## config.mk

```make
export PLATFORM = sky130hd
export DESIGN_NAME = csa_pipe_adder_flat
export DESIGN_NICKNAME = d
export VERILOG_FILES = /design/src/rtl/csa_pipe_adder_if.sv /design/src/rtl/csa_pipe_adder.sv /design/src/flat_wrapper.sv
export SDC_FILE = /design/constraint.sdc
export NUM_CORES = 1
export LEC_CHECK = 0
export ABC_AREA = 1
export CAP_MARGIN = 25
export CORE_ASPECT_RATIO = 2
export CORE_MARGIN = 1.5
export CORE_UTILIZATION = 56
export CTS_BUF_LIST = sky130_fd_sc_hd__clkbuf_16
export DETAILED_ROUTE_END_ITERATION = 12
export PLACE_DENSITY = 0.78
export SLEW_MARGIN = 30
export SYNTH_ARGS = -nofsm -noshare
export SYNTH_HDL_FRONTEND = slang
export SYNTH_SLANG_ARGS = --single-unit
```

## constraint.sdc

```tcl
create_clock -name clk -period 1.29 [get_ports clk]
set_input_delay 0.258 -clock clk [delete_from_list [all_inputs] [get_ports clk]]
set_output_delay 0.258 -clock clk [all_outputs]
set_load 0.02 [all_outputs]
```

## src/rtl/csa_pipe_adder_if.sv

```systemverilog
// Operand/result handshake bundle for csa_pipe_adder.
// The master drives operands and out_ready; the slave is the adder.
interface csa_pipe_adder_if #(
  parameter int WIDTH = 32
);
  logic             in_valid;
  logic             in_ready;
  logic [WIDTH-1:0] x;
  logic [WIDTH-1:0] y;
  logic             cin;
  logic             out_valid;
  logic             out_ready;
  logic [WIDTH-1:0] s;
  logic             cout;
  logic             ovf;

  modport master (
    output in_valid, x, y, cin, out_ready,
    input  in_ready, out_valid, s, cout, ovf
  );

  modport slave (
    input  in_valid, x, y, cin, out_ready,
    output in_ready, out_valid, s, cout, ovf
  );
endinterface

```

## src/rtl/csa_pipe_adder.sv

```systemverilog
// Pipelined carry-select adder: P0 precomputes per-group sums and BEC (+1) candidates,
// stages S1..SK resolve SEL_PER_STAGE groups each. CSA_PIPE_OVF_EN builds the signed overflow output.
module csa_pipe_adder #(
  parameter int WIDTH         = 32,
  parameter int GROUP         = 8,
  parameter int SEL_PER_STAGE = 2
) (
  input  logic            clk,
  input  logic            rst_n,
  csa_pipe_adder_if.slave bus
);
  localparam int NG = WIDTH / GROUP;
  localparam int K  = NG / SEL_PER_STAGE;

  typedef logic [NG-1:0][GROUP:0] cand_t;

  // Binary-to-excess-1: flip each bit whose lower bits are all ones.
  function automatic logic [GROUP:0] bec(input logic [GROUP:0] t);
    logic [GROUP:0] r;
    logic           c;
    r = '0;
    c = 1'b1;
    for (int i = 0; i <= GROUP; i++) begin
      r[i] = t[i] ^ c;
      c    = c & t[i];
    end
    return r;
  endfunction

  logic             adv_s;
  cand_t            t0_s;
  cand_t            t1_s;
  logic [WIDTH-1:0] sum_s   [1:K];
  logic             carry_s [1:K];

  logic             valid_r [0:K];
  cand_t            t0_r    [0:K-1];
  cand_t            t1_r    [0:K-1];
  logic [WIDTH-1:0] sum_r   [0:K];
  logic             carry_r [0:K];

  assign adv_s = !(valid_r[K] && !bus.out_ready);

  // P0 candidates; group 0 already includes cin, so both of its slots hold the final value.
  always_comb begin
    t0_s = '0;
    t1_s = '0;
    for (int g = 0; g < NG; g++) begin
      if (g == 0) begin
        t0_s[g] = {1'b0, bus.x[GROUP-1:0]} + {1'b0, bus.y[GROUP-1:0]}
                + {{GROUP{1'b0}}, bus.cin};
        t1_s[g] = t0_s[g];
      end else begin
        t0_s[g] = {1'b0, bus.x[g*GROUP +: GROUP]} + {1'b0, bus.y[g*GROUP +: GROUP]};
        t1_s[g] = bec(t0_s[g]);
      end
    end
  end

  // Carry-select resolution of each stage's groups from the previous stage registers.
  always_comb begin
    logic [GROUP:0] sel;
    int             g;
    sel = '0;
    g   = 0;
    for (int k = 1; k <= K; k++) begin
      sum_s[k]   = sum_r[k-1];
      carry_s[k] = carry_r[k-1];
      for (int j = 0; j < SEL_PER_STAGE; j++) begin
        g   = (k - 1) * SEL_PER_STAGE + j;
        sel = carry_s[k] ? t1_r[k-1][g] : t0_r[k-1][g];
        sum_s[k][g*GROUP +: GROUP] = sel[GROUP-1:0];
        carry_s[k] = sel[GROUP];
      end
    end
  end

`ifdef CSA_PIPE_OVF_EN
  logic xm_r [0:K];
  logic ym_r [0:K];

  // Operand sign bits travel alongside their beat for the overflow test.
  always_ff @(posedge clk or negedge rst_n) begin
    if (!rst_n) begin
      for (int k = 0; k <= K; k++) begin
        xm_r[k] <= 1'b0;
        ym_r[k] <= 1'b0;
      end
    end else if (adv_s) begin
      xm_r[0] <= bus.x[WIDTH-1];
      ym_r[0] <= bus.y[WIDTH-1];
      for (int k = 1; k <= K; k++) begin
        xm_r[k] <= xm_r[k-1];
        ym_r[k] <= ym_r[k-1];
      end
    end
  end

  assign bus.ovf = (xm_r[K] == ym_r[K]) && (sum_r[K][WIDTH-1] != xm_r[K]);
`else
  assign bus.ovf = 1'b0;
`endif

  // Whole pipeline advances together; a stall freezes every stage including bubbles.
  always_ff @(posedge clk or negedge rst_n) begin
    if (!rst_n) begin
      for (int k = 0; k <= K; k++) begin
        valid_r[k] <= 1'b0;
        sum_r[k]   <= '0;
        carry_r[k] <= 1'b0;
      end
      for (int k = 0; k < K; k++) begin
        t0_r[k] <= '0;
        t1_r[k] <= '0;
      end
    end else if (adv_s) begin
      valid_r[0] <= bus.in_valid;
      t0_r[0]    <= t0_s;
      t1_r[0]    <= t1_s;
      sum_r[0]   <= '0;
      carry_r[0] <= 1'b0;
      for (int k = 1; k <= K; k++) begin
        valid_r[k] <= valid_r[k-1];
        sum_r[k]   <= sum_s[k];
        carry_r[k] <= carry_s[k];
      end
      for (int k = 1; k < K; k++) begin
        t0_r[k] <= t0_r[k-1];
        t1_r[k] <= t1_r[k-1];
      end
    end
  end

  assign bus.in_ready  = adv_s;
  assign bus.out_valid = valid_r[K];
  assign bus.s         = sum_r[K];
  assign bus.cout      = carry_r[K];
endmodule

```

## src/flat_wrapper.sv

```systemverilog
// flat-port wrapper written by rule: the top's interface ports become plain ports
module csa_pipe_adder_flat 
#(
  parameter int WIDTH         = 32,
  parameter int GROUP         = 8,
  parameter int SEL_PER_STAGE = 2
)
  (clk, rst_n, bus_in_valid, bus_x, bus_y, bus_cin, bus_out_ready, bus_in_ready, bus_out_valid, bus_s, bus_cout, bus_ovf);
  csa_pipe_adder_if #(.WIDTH(WIDTH)) bus_i ();
  input  logic clk;
  input  logic rst_n;
  input wire logic [$bits(bus_i.in_valid)-1:0] bus_in_valid;
  input wire logic [$bits(bus_i.x)-1:0] bus_x;
  input wire logic [$bits(bus_i.y)-1:0] bus_y;
  input wire logic [$bits(bus_i.cin)-1:0] bus_cin;
  input wire logic [$bits(bus_i.out_ready)-1:0] bus_out_ready;
  output wire logic [$bits(bus_i.in_ready)-1:0] bus_in_ready;
  output wire logic [$bits(bus_i.out_valid)-1:0] bus_out_valid;
  output wire logic [$bits(bus_i.s)-1:0] bus_s;
  output wire logic [$bits(bus_i.cout)-1:0] bus_cout;
  output wire logic [$bits(bus_i.ovf)-1:0] bus_ovf;
  assign bus_i.in_valid = bus_in_valid;
  assign bus_i.x = bus_x;
  assign bus_i.y = bus_y;
  assign bus_i.cin = bus_cin;
  assign bus_i.out_ready = bus_out_ready;
  assign bus_in_ready = bus_i.in_ready;
  assign bus_out_valid = bus_i.out_valid;
  assign bus_s = bus_i.s;
  assign bus_cout = bus_i.cout;
  assign bus_ovf = bus_i.ovf;
  csa_pipe_adder #(.WIDTH(WIDTH), .GROUP(GROUP), .SEL_PER_STAGE(SEL_PER_STAGE)) u_core (.clk(clk), .rst_n(rst_n), .bus(bus_i));
endmodule
```

# Word level (Yosys, flattened, before mapping)
# Cells that the tools add are included.
dict set report op_classes {
  addsub 5
  n_mux 3
  bitwise 48
  reduce_logical 3
}
# operator n
set ops {}
lappend ops {{$add 8x8->9} 4}
lappend ops {{$mux 9} 3}
lappend ops {{$xor 1x1->1} 24}
lappend ops {{$and 1x1->1} 21}
lappend ops {{$add 9x1->9} 1}
lappend ops {{$not 1->1} 3}
lappend ops {{$logic_not 1->1} 2}
lappend ops {{$logic_and 1x1->1} 1}
dict set report word_totals {
  reg_bits 152
  word_cells 77
}

# Logic depth before layout (Yosys ltp)
dict set report depth {
  word_depth 9
  depth_mapped 14
}

# Worst setup path before layout
# OpenSTA, ideal clock, no wires.
dict set report synth_timing {
  kind {in2reg}
  startpoint {input bus_y[24]}
  endpoint {register u_core.t1_r[71] in the netlist's numbering}
  setup_ps 117
  t_arrival_ps 2370
  required_ps 1173
  setup_slack_ps -1197
  stages 13
  n_path_buf 0
  cell_sequence {ha_1 fa_1 ha_1 ha_1 ha_1 ha_1 ha_1 ha_1 ha_1 inv_1 nand3_1 nand3_1 nand2_1}
}
# item line
set synth_lines {}
lappend synth_lines {{start, declared} flat_wrapper.sv:14} ;# input wire logic [$bits(bus_i.y)-1:0] bus_y;
lappend synth_lines {{end signal, assigned by index} csa_pipe_adder.sv:129} ;# t1_r[k] <= t1_r[k-1];
lappend synth_lines {{end, declared} csa_pipe_adder.sv:38} ;# cand_t t1_r [0:K-1];

==> metrics.md <==
| Metric | Value |
|---|---|
| Global-route wire length before repair | 31,300 µm |
| Die height | 171 µm |
| Synth cell types | 29 |
| #FFs+latches synth | 152 |
| Setup WS post-layout | -782 ps |
| Dominant synthesized flop cell | dfrtp_1 |
| Antenna viol nets, final | 0 |
| Cell type with the largest total area after synthesis | dfrtp_1 |
| Dominant cell by count in the synthesized netlist | nand2_1 |
| Tmin final | 2070 ps |
| Finish-stage setup viols | 57 |
| H-Tree Depth | 4 |
| Slack of the worst reg-to-reg path | -90 ps |
| Synth async-reset ratio | 100% |
| Clk_skew | 3.80 ps |
| Total number of vias | 7,180 |
| Avg WL per Cell | 17.6 µm |
| Mean post-synth cell area | 8.26 µm² |
| Worst hold-check path type | in2async |
| RSZ-0062 raised after global routing | yes |
| Synth top area share | 48.1% |
| Status | finished, violations left |
| Max stage delay on crit path | 460 ps |
| Clock Tree Buf Depth | 2 |
| Power Density | 1890 nW/µm² |
| EDFF count, synth | 0 |
| FF/Latch Area | 3800 µm² |
| Seq/Total Area, Yosys | 48.1% |
| Routed WL | 23,200 µm |
| CP max-delay cell | fa_2 |
| Antenna violations before repair | 0 |
| Worst Reg2Reg Path Length in Cells | 8 |
| Reg2reg end | u_core.t1_r[28] |
| Buffers plus inverters on the worst setup path | 2 |
| Layout net count | 1,246 |
| Initial core utilization | 57.3% |
| Filler Cell Count | 719 |
| Req. time, crit path | 1590 ps |
| Hold Vio Cnt, Final | 0 |
| Total congestion overflow | 0 |
| WP depth | 14 |
| Crit Reg-Reg Startpoint | u_core.bus.out_valid |
| DRC viols | 0 |
| Most frequent cells after synthesis | 377 x nand2_1, 152 x dfrtp_1, 76 x inv_1 |
| Crit path max fanout | 2 |
| WP data arrival | 2380 ps |
| Setup CP Type | in2reg |
| Syn-to-layout area delta | 48.0% |
| Footprint of the multi-input gates | 4680 µm² |
| Ys Warns | 0 |
| Share of cells above drive strength 1 | 36.6% |
| Die area | 14,900 µm² |
| Fmax | 483 MHz |
| Vias in the first global route | 6,865 |
| CP delay by family, top | adder cells |
| WHS | 259 ps |
| Clk sinks | 152 |
| Max-cap viol count | 0 |
| Leakage power | 5.84 nW |
| Tot GR Track Use | 26.9% |
| Setup TNS | -9700 ps |
| Crit-path cells | buf_6, ha_4, fa_2, ha_4, ha_4, ha_4, ha_4, ha_4, ha_4, ha_4, inv_2, nand3_2, nand3_2, nand2_1 |
| Vias per inst | 5.43 |
| Final Max Slew Viols | 0 |
| Worst skew pair latency | 420 ps |
| Router iterations before antenna repair | 7 |
| Core Rows | 61 |
| CP Launch Type | input port |
| PortBufs | 103 |
| Global placement routability congestion | 0.850 |
| Max VDD drop | 0.000912 V |
| Kind of end point of the critical path | flip-flop |
| Critical Path Most Common Cell | ha_4 |
| Io pins | 105 |
| Top post-synthesis cells by area | dfrtp_1 48%, nand2_1 18%, ha_1 8.2% |
| Area of the core | 13,800 µm² |
| Pin count of the biggest net entering global routing | 55 |
| Period utilisation layout | 161% |
| Clk root buf | clkbuf_16 |
| CTS tree | built |
| DR iter-0 viols | 338 |
| Num CTS Buffers | 17 |
| Ant diodes | 0 |
| Cells after Synth | 958 |
| Final HPWL DP | 12,000 µm |
| Die extent in x | 87.1 µm |
| Mapped Area | 7910 µm² |
| Syn_nets | 1,084 |
| Failing checks | negative setup slack |
| Clock-pin slew on the worst setup and hold paths | 60 ps |
[cells in the final DEF (no fill, tap or decap), types with 12 or more instances in the layout]
| cell type | n |
|---|---|
| o21ai_0 | 16 |
| a21oi_2 | 12 |
| buf_4 | 62 |
| buf_6 | 32 |
| nand2_2 | 60 |
| nand2_4 | 17 |
| a21oi_1 | 12 |
| nand2_1 | 301 |
| ha_4 | 46 |
| nand3b_1 | 14 |
| inv_1 | 72 |
| o21ai_2 | 13 |
| dlygate4sd2_1 | 21 |
| buf_2 | 39 |
| dfrtp_1 | 151 |
| nand3_1 | 18 |
| o21ai_1 | 26 |
| clkbuf_16 | 27 |
| nand3_2 | 15 |
| nor2_1 | 31 |
[area by class of cell]
type | count | share of cell area (%)
multi-input cells | 659 | 40.0
flip-flops and latches | 152 | 32.5
repair buffers | 211 | 17.7
clock buffers | 17 | 3.63
inverters | 79 | 2.62
well taps | 189 | 2.02
clock inverters | 15 | 1.58
[flip-flops by register name (all words and copies together) (netlist names)]
signal,flops
u_core.t1_r,54
u_core.t0_r,45
u_core.bus.s,32
u_core.sum_r,16
u_core.valid_r,2
u_core.bus.cout,1
u_core.bus.out_valid,1
u_core.carry_r,1
[worst register-to-register path, delay by kind of cell, from the launching register on]
kind / cells / cell delay [ps]
buffers and inverters: 5 / 640
AND/OR/NAND/NOR: 2 / 230
flip-flops: 1 / 360
AO/OA/AOI/OAI: 1 / 70
[power by group]
part           total [W]  internal [W]  leakage [nW]  switching (W)
clock network    0.00512       0.00321         0.301        0.00191
logic            0.00904       0.00386          3.72        0.00517
registers        0.00795       0.00671          1.82        0.00124
total             0.0221        0.0138          5.84        0.00832
[metrics by stage]
step | instance area (µm²) | power [W] | util (%) | setup slack (ps) | std cells
finish | 11700 | 0.0221 | 84.8 | -782 | 1322
global route | 11700 | 0.0233 | 84.8 | -807 | 1322
CTS | 10800 | 0.0200 | 78.5 | -709 | 1308
detailed placement | 9810 | 0.0149 | 71.0 | -1600 | 1258
global placement | 9810 | 0.0146 | 71.0 | -1550 | 1258
floorplan | 8300 | 0.0126 | - | -989 | 958
[how the worst max path moves through the flow]
| stage | slack [ps] | endpoint | from |
|---|---|---|---|
| after floorplan | -990 | u_core.t1_r[71] | bus_y[24] |
| final | -780 | u_core.t1_r[53] | bus_x[8] |
| after global routing | -810 | u_core.t1_r[53] | bus_x[8] |
| after global placement | -1550 | u_core.t1_r[53] | bus_y[8] |
| after detailed placement | -1600 | u_core.t1_r[53] | bus_y[8] |
| after CTS | -710 | u_core.t1_r[53] | bus_x[8] |
[metal layers]
metal  vias up  part of all wire (%)  wire length (µm)  track usage (%)
met5         -                     0                 0                0
met3       121                   4.1               951             4.15
met4         0                   6.2              1440             12.6
met2       269                    55             12900             49.6
li1       3328                     -                 -                -
met1      3462                    34              7970             29.4
[cells by family (layout without fill, tap and decap cells)]
| family | after synthesis | after routing | share of synthesized area (%) |
|---|---|---|---|
| compound gates | 107 | 107 | 7.32 |
| simple gates | 485 | 485 | 24.9 |
| other cells | 1 | 1 | 0.0474 |
| buf+inv | 147 | 322 | 9.20 |
| xor+xnor | 9 | 9 | 0.996 |
| flops | 152 | 152 | 48.1 |
| fa+ha+maj | 57 | 57 | 9.49 |
[repair_timing]
action | in CTS | in global routing
setup endpoints to repair | 85 | 100
hold buffers | 1 | 0
hold endpoints to repair | 98 | 0
setup buffers | 17 | 5
pin swaps | 62 | 59
gates cloned | 1 | 13
resized for setup | 338 | 198
No activity file was read; power rests on OpenSTA's default activity.
